### config.mk
export PLATFORM = sky130hd
export DESIGN_NAME = line_fetch_scheduler
export DESIGN_NICKNAME = d
export VERILOG_FILES = /design/src/rtl/osiris_lb_pkg.sv /design/src/rtl/lb_fetch_timer.sv /design/src/rtl/line_fetch_scheduler.sv
export SDC_FILE = /design/constraint.sdc
export NUM_CORES = 1
export LEC_CHECK = 0
export CORE_UTILIZATION = 42
export DETAILED_ROUTE_END_ITERATION = 8
export PLACE_DENSITY = 0.66
export SKIP_CTS_REPAIR_TIMING = 1
export SLEW_MARGIN = 10
export SYNTH_ARGS = -nofsm -noshare
export SYNTH_HDL_FRONTEND = slang
export SYNTH_SLANG_ARGS = --single-unit
### constraint.sdc
create_clock -name pclk -period 4.5 [get_ports pclk]
set_input_delay 0.9 -clock pclk [delete_from_list [all_inputs] [get_ports pclk]]
set_output_delay 0.9 -clock pclk [all_outputs]
set_load 0.005 [all_outputs]
### src/rtl/osiris_lb_pkg.sv
// Shared definitions for the PS-facing linebuffer blocks:
// fetch FSM state encoding, bank indices and line geometry helper.
`default_nettype none

package osiris_lb_pkg;

  typedef enum logic [1:0] {
    ST_IDLE = 2'd0,
    ST_REQ  = 2'd1,
    ST_WAIT = 2'd2
  } lb_state_t;

  localparam logic BANK0 = 1'b0;
  localparam logic BANK1 = 1'b1;

  // Pixels are 8 bits, so four pixels pack into each 32-bit word.
  function automatic int unsigned words_per_line(input int unsigned width);
    return width / 4;
  endfunction

endpackage

`default_nettype wire

### src/rtl/lb_fetch_timer.sv
// Timeout counter for outstanding PS transfers; expired is high once the
// count has advanced TIMEOUT_CYCLES-1 times since the last clear.
`default_nettype none

module lb_fetch_timer #(
  parameter int TIMEOUT_CYCLES = 4096
) (
  input  logic pclk,
  input  logic reset,
  input  logic clear,
  input  logic run,
  output logic expired
);

  localparam int CW = (TIMEOUT_CYCLES > 1) ? $clog2(TIMEOUT_CYCLES) : 1;
  localparam logic [CW-1:0] LAST = CW'(TIMEOUT_CYCLES - 1);

  logic [CW-1:0] count;

  // Saturates at LAST so a caller that keeps run high never sees a wrap.
  always_ff @(posedge pclk or posedge reset) begin
    if (reset) begin
      count <= '0;
    end else if (clear) begin
      count <= '0;
    end else if (run && (count != LAST)) begin
      count <= count + 1'b1;
    end
  end

  assign expired = (count == LAST);

endmodule

`default_nettype wire

### src/rtl/line_fetch_scheduler.sv
// Issues one PS line fetch per display line into a ping-pong linebuffer,
// tracks bank fill state, swaps the display bank and flags underruns/faults.
`default_nettype none

module line_fetch_scheduler
  import osiris_lb_pkg::*;
#(
  parameter int DISPLAY_WIDTH  = 640,
  parameter int DISPLAY_HEIGHT = 320,
  parameter int ADDR_WIDTH     = 32,
  parameter int TIMEOUT_CYCLES = 4096,
  parameter int LINE_IDX_WIDTH = 12
) (
  input  logic                      pclk,
  input  logic                      reset,
  input  logic                      enable,
  input  logic [ADDR_WIDTH-1:0]     fb_base,
  input  logic [15:0]               line_stride,
  input  logic                      line_req,
  input  logic                      frame_req,
  input  logic                      clr_status,
  output logic                      fetch_valid,
  input  logic                      fetch_ready,
  output logic [ADDR_WIDTH-1:0]     fetch_addr,
  output logic [15:0]               fetch_len,
  output logic                      fetch_bank,
  input  logic                      fetch_done,
  input  logic                      fetch_err,
  output logic                      rd_bank,
  output logic [LINE_IDX_WIDTH-1:0] line_idx,
  output logic                      busy,
  output logic                      underrun,
  output logic                      fetch_fault
);

  localparam logic [15:0]               WORDS  = 16'(words_per_line(DISPLAY_WIDTH));
  localparam logic [LINE_IDX_WIDTH-1:0] HEIGHT = LINE_IDX_WIDTH'(DISPLAY_HEIGHT);

  lb_state_t                 state, state_nxt;
  logic [1:0]                bank_full, full_nxt, full_after_done;
  logic [ADDR_WIDTH-1:0]     line_addr, line_addr_nxt, addr_nxt;
  logic [15:0]               stride, stride_nxt;
  logic [LINE_IDX_WIDTH-1:0] idx_nxt;
  logic                      frame_pending, pending_nxt;
  logic                      valid_nxt, bank_nxt, rd_nxt;
  logic                      underrun_nxt, fault_nxt, underrun_set, fault_set;
  logic                      restart, wait_exit;
  logic                      timer_clear, timer_run, timer_expired;
  logic                      wr_bank;

  assign wr_bank   = ~rd_bank;
  assign fetch_len = WORDS;
  assign busy      = (state != ST_IDLE);

  lb_fetch_timer #(
    .TIMEOUT_CYCLES(TIMEOUT_CYCLES)
  ) u_timer (
    .pclk    (pclk),
    .reset   (reset),
    .clear   (timer_clear),
    .run     (timer_run),
    .expired (timer_expired)
  );

  always_ff @(posedge pclk or posedge reset) begin
    if (reset) state <= ST_IDLE;
    else       state <= state_nxt;
  end

  always_comb begin
    state_nxt       = state;
    valid_nxt       = fetch_valid;
    addr_nxt        = fetch_addr;
    bank_nxt        = fetch_bank;
    rd_nxt          = rd_bank;
    full_after_done = bank_full;
    full_nxt        = bank_full;
    idx_nxt         = line_idx;
    line_addr_nxt   = line_addr;
    stride_nxt      = stride;
    pending_nxt     = frame_pending | frame_req;
    underrun_set    = 1'b0;
    fault_set       = 1'b0;
    timer_clear     = 1'b0;
    timer_run       = 1'b0;
    restart         = 1'b0;
    wait_exit       = 1'b0;

    case (state)
      ST_IDLE: begin
        if (frame_pending) begin
          restart = 1'b1;
        end else if (enable && (line_idx < HEIGHT) && !bank_full[wr_bank]) begin
          state_nxt = ST_REQ;
          valid_nxt = 1'b1;
          addr_nxt  = line_addr;
          bank_nxt  = wr_bank;
        end
      end
      ST_REQ: begin
        if (fetch_ready) begin
          state_nxt   = ST_WAIT;
          valid_nxt   = 1'b0;
          timer_clear = 1'b1;
        end
      end
      ST_WAIT: begin
        timer_run = 1'b1;
        // An error wins over a coincident done; a done on the last timer
        // cycle still counts as a completed transfer.
        if (fetch_err || (timer_expired && !fetch_done)) begin
          fault_set = 1'b1;
          wait_exit = 1'b1;
        end else if (fetch_done) begin
          wait_exit = 1'b1;
          if (!frame_pending) full_after_done[fetch_bank] = 1'b1;
        end
      end
      default: state_nxt = ST_IDLE;
    endcase

    if (wait_exit) begin
      state_nxt = ST_IDLE;
      if (!frame_pending) begin
        idx_nxt       = line_idx + 1'b1;
        line_addr_nxt = line_addr + {{(ADDR_WIDTH-16){1'b0}}, stride};
      end
    end

    // Swap decisions see a same-cycle completion, so done+line_req never underruns.
    full_nxt = full_after_done;
    if (line_req) begin
      if (full_after_done[wr_bank]) begin
        rd_nxt            = ~rd_bank;
        full_nxt[rd_bank] = 1'b0;
      end else begin
        underrun_set = 1'b1;
      end
    end

    if (restart) begin
      line_addr_nxt = fb_base;
      stride_nxt    = line_stride;
      idx_nxt       = '0;
      full_nxt      = 2'b00;
      rd_nxt        = BANK0;
      pending_nxt   = frame_req;
    end

    underrun_nxt = underrun_set | (underrun & ~clr_status);
    fault_nxt    = fault_set | (fetch_fault & ~clr_status);
  end

  always_ff @(posedge pclk or posedge reset) begin
    if (reset) begin
      fetch_valid   <= 1'b0;
      fetch_addr    <= '0;
      fetch_bank    <= BANK0;
      rd_bank       <= BANK0;
      bank_full     <= 2'b00;
      line_idx      <= '0;
      line_addr     <= '0;
      stride        <= '0;
      underrun      <= 1'b0;
      fetch_fault   <= 1'b0;
      frame_pending <= 1'b0;
    end else begin
      fetch_valid   <= valid_nxt;
      fetch_addr    <= addr_nxt;
      fetch_bank    <= bank_nxt;
      rd_bank       <= rd_nxt;
      bank_full     <= full_nxt;
      line_idx      <= idx_nxt;
      line_addr     <= line_addr_nxt;
      stride        <= stride_nxt;
      underrun      <= underrun_nxt;
      fetch_fault   <= fault_nxt;
      frame_pending <= pending_nxt;
    end
  end

endmodule

`default_nettype wire

==> results of run 1 <==
power by group through the flow:
stage               registers, mW  logic [mW]  clock network [mW]
finish                       1.73        2.41                1.41
global route                 1.79        2.70                1.47
CTS                          1.73        2.41                1.42
detailed placement           1.74        2.38                   0
global placement             1.73        2.33                   0
floorplan                    1.65        1.66                   0
sequential cells by signal, summed over array words and instances (netlist names), 2 cells and up:
| register | cells |
|---|---|
| fetch_addr | 32 |
| line_idx | 12 |
| u_timer.count | 12 |
| line_addr | 32 |
| state | 2 |
| bank_full | 2 |
| stride | 16 |
worst max-delay path: stages, from the launching register on:
cell and delay (ps):
dfrtp_1 380, ha_1 220, nand4_1 190, o41ai_4 510, and2_1 800, nand3_4 180, or4_1 550, a31oi_1 200
per-stage QoR:
| step | cell area [um2] | util | power [mW] | hold WS, ps |
|---|---|---|---|---|
| 2_1_floorplan | 6220 | - | 3.31 | 450 |
| 3_3_place_gp | 7340 | 0.521 | 4.06 | 469 |
| 3_5_place_dp | 7340 | 0.521 | 4.13 | 468 |
| 4_1_cts | 7960 | 0.565 | 5.56 | 480 |
| 5_1_grt | 7960 | 0.565 | 5.96 | 497 |
| 6_report | 7960 | 0.565 | 5.54 | 475 |
final cells by class:
type / count / area share
flip-flops and latches: 114 / 0.358
clock inverters: 9 / 0.0159
inverters: 15 / 0.00739
clock buffers: 23 / 0.0625
well taps: 180 / 0.0283
repair buffers: 113 / 0.140
multi-input cells: 496 / 0.388
final timing paths:
kind                       slack [ps]                         end  depth (start not counted)
setup reg to reg                 1380   line_addr[25]$_DFFE_PP0P_                          7
hold / removal                    480       stride[2]$_DFFE_PP0P_                          2
setup / recovery                 1380   line_addr[25]$_DFFE_PP0P_                          7
min in group asynchronous        1020  fetch_addr[14]$_DFFE_PP0P_                          2
max in group asynchronous        2580    line_addr[2]$_DFFE_PP0P_                          3
hold reg to reg                   480       stride[2]$_DFFE_PP0P_                          2
placed cells by master, fill, tap and decap left out, types with 13 or more instances in the layout:
cell,count
dfrtp_1,114
conb_1,16
mux2_2,33
nand3_1,26
inv_1,14
o21ai_0,25
nor3_1,13
a21oi_1,44
clkdlybuf4s50_1,106
nand4_1,14
nand2_1,94
ha_1,18
xnor2_1,17
clkbuf_16,17
nor2_1,64
cell families after synthesis:
family,share of synthesized area
and+or+nand+nor,0.195
other,0.00122
muxes,0.0684
DFF,0.463
adders and majority gates,0.0398
AOI/OAI and AO/OA,0.147
buffers and inverters,0.0471
xor gates and xnor gates,0.0384
layer usage:
metal,up-vias,wire length [um],global-route usage
li1,2524,-,-
met5,-,0,0
met3,25,788,0.0470
met4,0,279,0.0821
met2,160,7320,0.359
met1,2584,6800,0.287
==> metrics.csv, run 1 <==
stage,metric,value,unit
sta,Max Slew Vio Count,0,
placed_design,post-DP HPWL,10.5,mm
floorplan,initial core utilization,0.437,
drt,Total Wirelength,15.2,mm
power,Cell Pwr Density,696,nW/um2
synthesis,synthesized area per cell,9.43,um2
critical_path,worst r2r src,u_timer.count[0]$_DFFE_PP0P_,
sta,normalized max-slew margin,0.262,
power,clock power share,0.254,
floorplan,die area,15200,um2
worst_hold_path,worst min-delay path class,reg -> reg,
synthesis,Synth area leaders,"dfrtp_1 (46%), mux2_2 (6.0%), nand2_1 (5.8%)",
critical_path,Critical Path Source,u_timer.count[0]$_DFFE_PP0P_,
placed_design,Port Buffers,106,
synthesis,Synth Register Bits,114,
grt,largest net degree at the start of global routing,71,
placed_design,pre-CTS setup slack,1110,ps
synthesis,Synth Flop Type,dfrtp_1,
power,Static Leak,3.41,nW
worst_hold_path,Hold Startpoint,stride[2]$_DFFE_PP0P_,
cells_and_area,Ant. Diodes,0,
run,Max Cap Viol,0,
synthesis,post-synthesis sequential area ratio,0.463,
sta,Fin. Hold Viols,0,
cells_and_area,Sequential cell area,2850,um2
sta,min cycle time layout,3120,ps
cells_and_area,Post-layout nets,833,
synthesis,post-synth top area cell,dfrtp_1,
critical_path,path type of the worst setup path,reg -> reg,
synthesis,post-synth cell types,66,
critical_path,CP endpoint kind,register,
cells_and_area,area occupied by multi-input gates,3090,um2
clock_network,cts bufs inserted,17,
sta,Worst-Margin Slew,1090,ps
clock_network,clk root buf,clkbuf_16,
sta,fin worst setup slack,1380,ps
sta,final setup fails,0,
drt,DRC viols,0,
cells_and_area,synthesis-to-layout area growth,29.1,%
cells_and_area,proportion of layout cells with a drive suffix above 1,0.105,
sta,RSZ-0062 raised after global routing,no,
critical_path,"Max FO, Critical Path",23,
drt,DR iter-0 viols,401,
sta,final worst-path cycle share,0.693,
critical_path,Setup crit start kind,register,
floorplan,Die Y,123,um
synthesis,Gate Count Post-Synth,654,
floorplan,num ports,123,
clock_network,clock transition at the registers of the reported paths,50,ps
clock_network,TritonCTS Sinks,114,
cells_and_area,# fillers,1291,
power,Sequential Power Share,0.312,
drt,DRT antenna net count,0,
critical_path,required time worst endpoint,4840,ps
synthesis,Post-Syn Area,6170,um2
clock_network,CTS tree,done,
outcome,status,completed,
placed_design,Final GP Congestion,0.880,
sta,clock skew,8.74,ps
drt,vias per cell,5.57,
clock_network,H-tree levels,4,
placed_design,Cells after DPL,918,
power,switching share of total power,0.373,
grt,number of global-route vias before repair,5174,
synthesis,commonest cells in the netlist,"dfrtp_1 (114), nand2_1 (95), nor2_1 (65), a21oi_1 (44), mux2_2 (33)",
floorplan,CORE AREA,14100,um2
synthesis,Synth top area share,0.463,
power,cell internal pwr,3.48,mW
power,P_sw,2.07,mW
sta,Setup TNS Final,0,ps
grt,initial antenna violation count,0,
synthesis,Ys Warns,0,
drt,average wire per standard cell,16.0,um
drt,Via Count,5293,
clock_network,"Clk Latency, worst-skew pair",420,ps
clock_network,worst-case clock buffer depth,2,
floorplan,Rows,43,
critical_path,WP data arrival,3450,ps
grt,grt ovf,0,
drt,first-pass detailed-route iteration total,5,
synthesis,most frequent cell after synthesis,dfrtp_1,
floorplan,Die Span X,123,um
synthesis,"FFs w/ async S/R, synth",1.00,
grt,gr usage total,0.220,
power,power share of the combinational group,0.434,
power,Max VDD drop,0.000385,V
sta,Peak Freq,321,MHz
cells_and_area,final cell count without fillers,950,
grt,global-route wire length before repair,25.6,mm
synthesis,number of flops mapped to enable cells by yosys,0,
(Power assumes the default switching activity.)
==> run 2, diff against run 1 <==
--- a/config.mk
+++ b/config.mk
@@ -7,7 +7,7 @@
 export LEC_CHECK = 0
 export CORE_UTILIZATION = 42
 export DETAILED_ROUTE_END_ITERATION = 8
-export PLACE_DENSITY = 0.66
+export PLACE_DENSITY = 0.69
 export SKIP_CTS_REPAIR_TIMING = 1
 export SLEW_MARGIN = 10
 export SYNTH_ARGS = -nofsm -noshare
==> constraint.sdc (replaced) <==
create_clock -name pclk -period 2.7 [get_ports pclk]
set_input_delay 0.54 -clock pclk [delete_from_list [all_inputs] [get_ports pclk]]
set_output_delay 0.54 -clock pclk [all_outputs]
set_load 0.005 [all_outputs]
==> run 2 against run 1 <==
Compared with the run above:
- first-iteration DRC count decreased by 13%
- setup slack got worse by 1300 ps
- non-clock buffer count increased by 13
- critical endpoint is now line_addr[28]$_DFFE_PP0P_
- largest power group unchanged
==> metrics.csv, run 2 (synthesis gave the netlist of run 1 again) <==
stage,metric,value,unit
outcome,status,completed,
clock_network,TritonCTS Sinks,114,
power,switching share of total power,0.379,
clock_network,clk root buf,clkbuf_16,
sta,Peak Freq,386,MHz
cells_and_area,top flop regs,"fetch_addr x32, line_addr x32, stride x16",
cells_and_area,Sequential cell area,2850,um2
drt,DRT antenna net count,0,
critical_path,CP endpoint kind,register,
sta,min cycle time layout,2590,ps
drt,DR iter-0 viols,349,
placed_design,Port Buffers,106,
cells_and_area,final instance area,8120,um2
sta,Min Hold Slack,493,ps
critical_path,crit-path max cell delay,410,ps
critical_path,"CP delay by family, top",compound AO/OA/AOI/OAI gates,
drt,vias per cell,5.66,
cells_and_area,# fillers,1244,
sta,Worst-Margin Slew,655,ps
run,Max Cap Viol,0,
power,Cell Pwr Density,1170,nW/um2
drt,Via Count,5448,
grt,initial antenna violation count,0,
grt,largest net degree at the start of global routing,58,
cells_and_area,"commonest non-fill, non-tap cells in the layout","dfrtp_1 (114), clkdlybuf4s50_1 (106), nand2_1 (94)",
clock_network,worst-case clock buffer depth,2,
clock_network,clock transition at the registers of the reported paths,50,ps
drt,Total Wirelength,16.3,mm
sta,final setup fails,0,
floorplan,initial core utilization,0.437,
sta,clock skew,15.4,ps
sta,Max Slew Vio Count,0,
clock_network,CTS tree,done,
placed_design,Final GP Congestion,0.876,
worst_hold_path,Hold Crit Depth,2,
cells_and_area,Ant. Diodes,0,
floorplan,Die Span X,123,um
sta,Fin. Hold Viols,0,
critical_path,Slowest cell on crit path,fa_1,
power,P_sw,3.60,mW
power,total power,9.50,mW
critical_path,"Max FO, Critical Path",4,
placed_design,pre-CTS setup slack,31.3,ps
floorplan,Die Y,123,um
sta,fin worst setup slack,107,ps
grt,global-route wire length before repair,26.2,mm
power,cell internal pwr,5.90,mW
cells_and_area,"most common cell after layout, fill and taps aside",dfrtp_1,
cells_and_area,Post-layout nets,846,
grt,grt ovf,0,
critical_path,required time worst endpoint,3000,ps
critical_path,path type of the worst setup path,reg -> reg,
power,Max VDD drop,0.000543,V
critical_path,Buf/Inv on CP,0,
grt,number of global-route vias before repair,5324,
sta,normalized max-slew margin,0.562,
drt,first-pass detailed-route iteration total,5,
grt,gr usage total,0.226,
critical_path,WP data arrival,2900,ps
drt,DRC viols,0,
cells_and_area,synthesis-to-layout area growth,31.7,%
critical_path,reg2reg path depth,8,
power,clock power share,0.245,
clock_network,H-tree levels,4,
power,power share of the combinational group,0.451,
sta,final worst-path cycle share,0.961,
drt,average wire per standard cell,16.9,um
critical_path,Levels on crit path,8,
placed_design,post-DP HPWL,11.4,mm
cells_and_area,area occupied by multi-input gates,3110,um2
clock_network,cts bufs inserted,17,
cells_and_area,"Core Util, Final",0.576,
floorplan,Rows,43,
clock_network,"Clk Latency, worst-skew pair",420,ps
critical_path,CP cell instances,ha_1 > fa_1 > a21o_1 > a221o_1 > o22ai_2 > o22a_1 > nor2_1 > a311oi_1,
floorplan,CORE AREA,14100,um2
placed_design,Placed Area,7490,um2
floorplan,num ports,123,
floorplan,die area,15200,um2
cells_and_area,proportion of layout cells with a drive suffix above 1,0.123,
worst_hold_path,worst min-delay path class,reg -> reg,
critical_path,Setup crit start kind,register,
power,Static Leak,3.49,nW
power,Sequential Power Share,0.304,
[run 2: cell count changes in the layout (fill, tap and decap cells not counted), moves of 2 or more]
cell        change
o22ai_2         +2
o22ai_1         -2
buf_4           +9
clkinvlp_4      +3
buf_12          +4
[run 2: power by group through the flow]
stage | sequential, mW | clock (mW) | combinational [mW]
after detailed placement | 2.91 | 0 | 4.15
final | 2.89 | 2.33 | 4.28
after global routing | 2.98 | 2.44 | 4.72
after floorplan | 2.76 | 0 | 2.76
after CTS | 2.89 | 2.35 | 4.20
after global placement | 2.88 | 0 | 4.06
[run 2: routing by layer]
| metal | GRT usage | share of wire | wire length (um) |
|---|---|---|---|
| met1 | 0.292 | 0.45 | 7320 |
| met2 | 0.363 | 0.48 | 7730 |
| met3 | 0.0595 | 0.054 | 879 |
| met4 | 0.0821 | 0.021 | 339 |
| met5 | 0 | 0 | 0 |
[run 2: final timing paths]
kind	startpoint	endpoint	slack (ps)
min in group asynchronous	reset	line_idx[11]$_DFFE_PP0P_	570
worst max register to register	line_addr[0]$_DFFE_PP0P_	line_addr[28]$_DFFE_PP0P_	110
worst min register to register	stride[4]$_DFFE_PP0P_	stride[4]$_DFFE_PP0P_	490
worst max-delay path	line_addr[0]$_DFFE_PP0P_	line_addr[28]$_DFFE_PP0P_	110
worst min-delay path	stride[4]$_DFFE_PP0P_	stride[4]$_DFFE_PP0P_	490
max in group asynchronous	reset	fetch_addr[13]$_DFFE_PP0P_	1510
[run 2: layout make-up]
cell class                 instances  area share
inverter                          15     0.00740
multi-input combinational        496       0.382
clock buffer                      23      0.0601
clock inverter                     9      0.0157
tap                              180      0.0277
sequential                       114       0.351
timing repair buffer             126       0.155
[run 2: tightest hold or removal path: cells and delay by family (launching register included)]
kind / cells / cell delay [ps]
DFF: 1 / 350
and+or+nand+nor: 2 / 110
[run 2: stage by stage]
stage / cells / setup TNS, ps
after floorplan: 668 / 0
after global placement: 931 / 0
after detailed placement: 931 / 0
after CTS: 963 / -19.5
after global routing: 963 / -4.65
final: 963 / 0
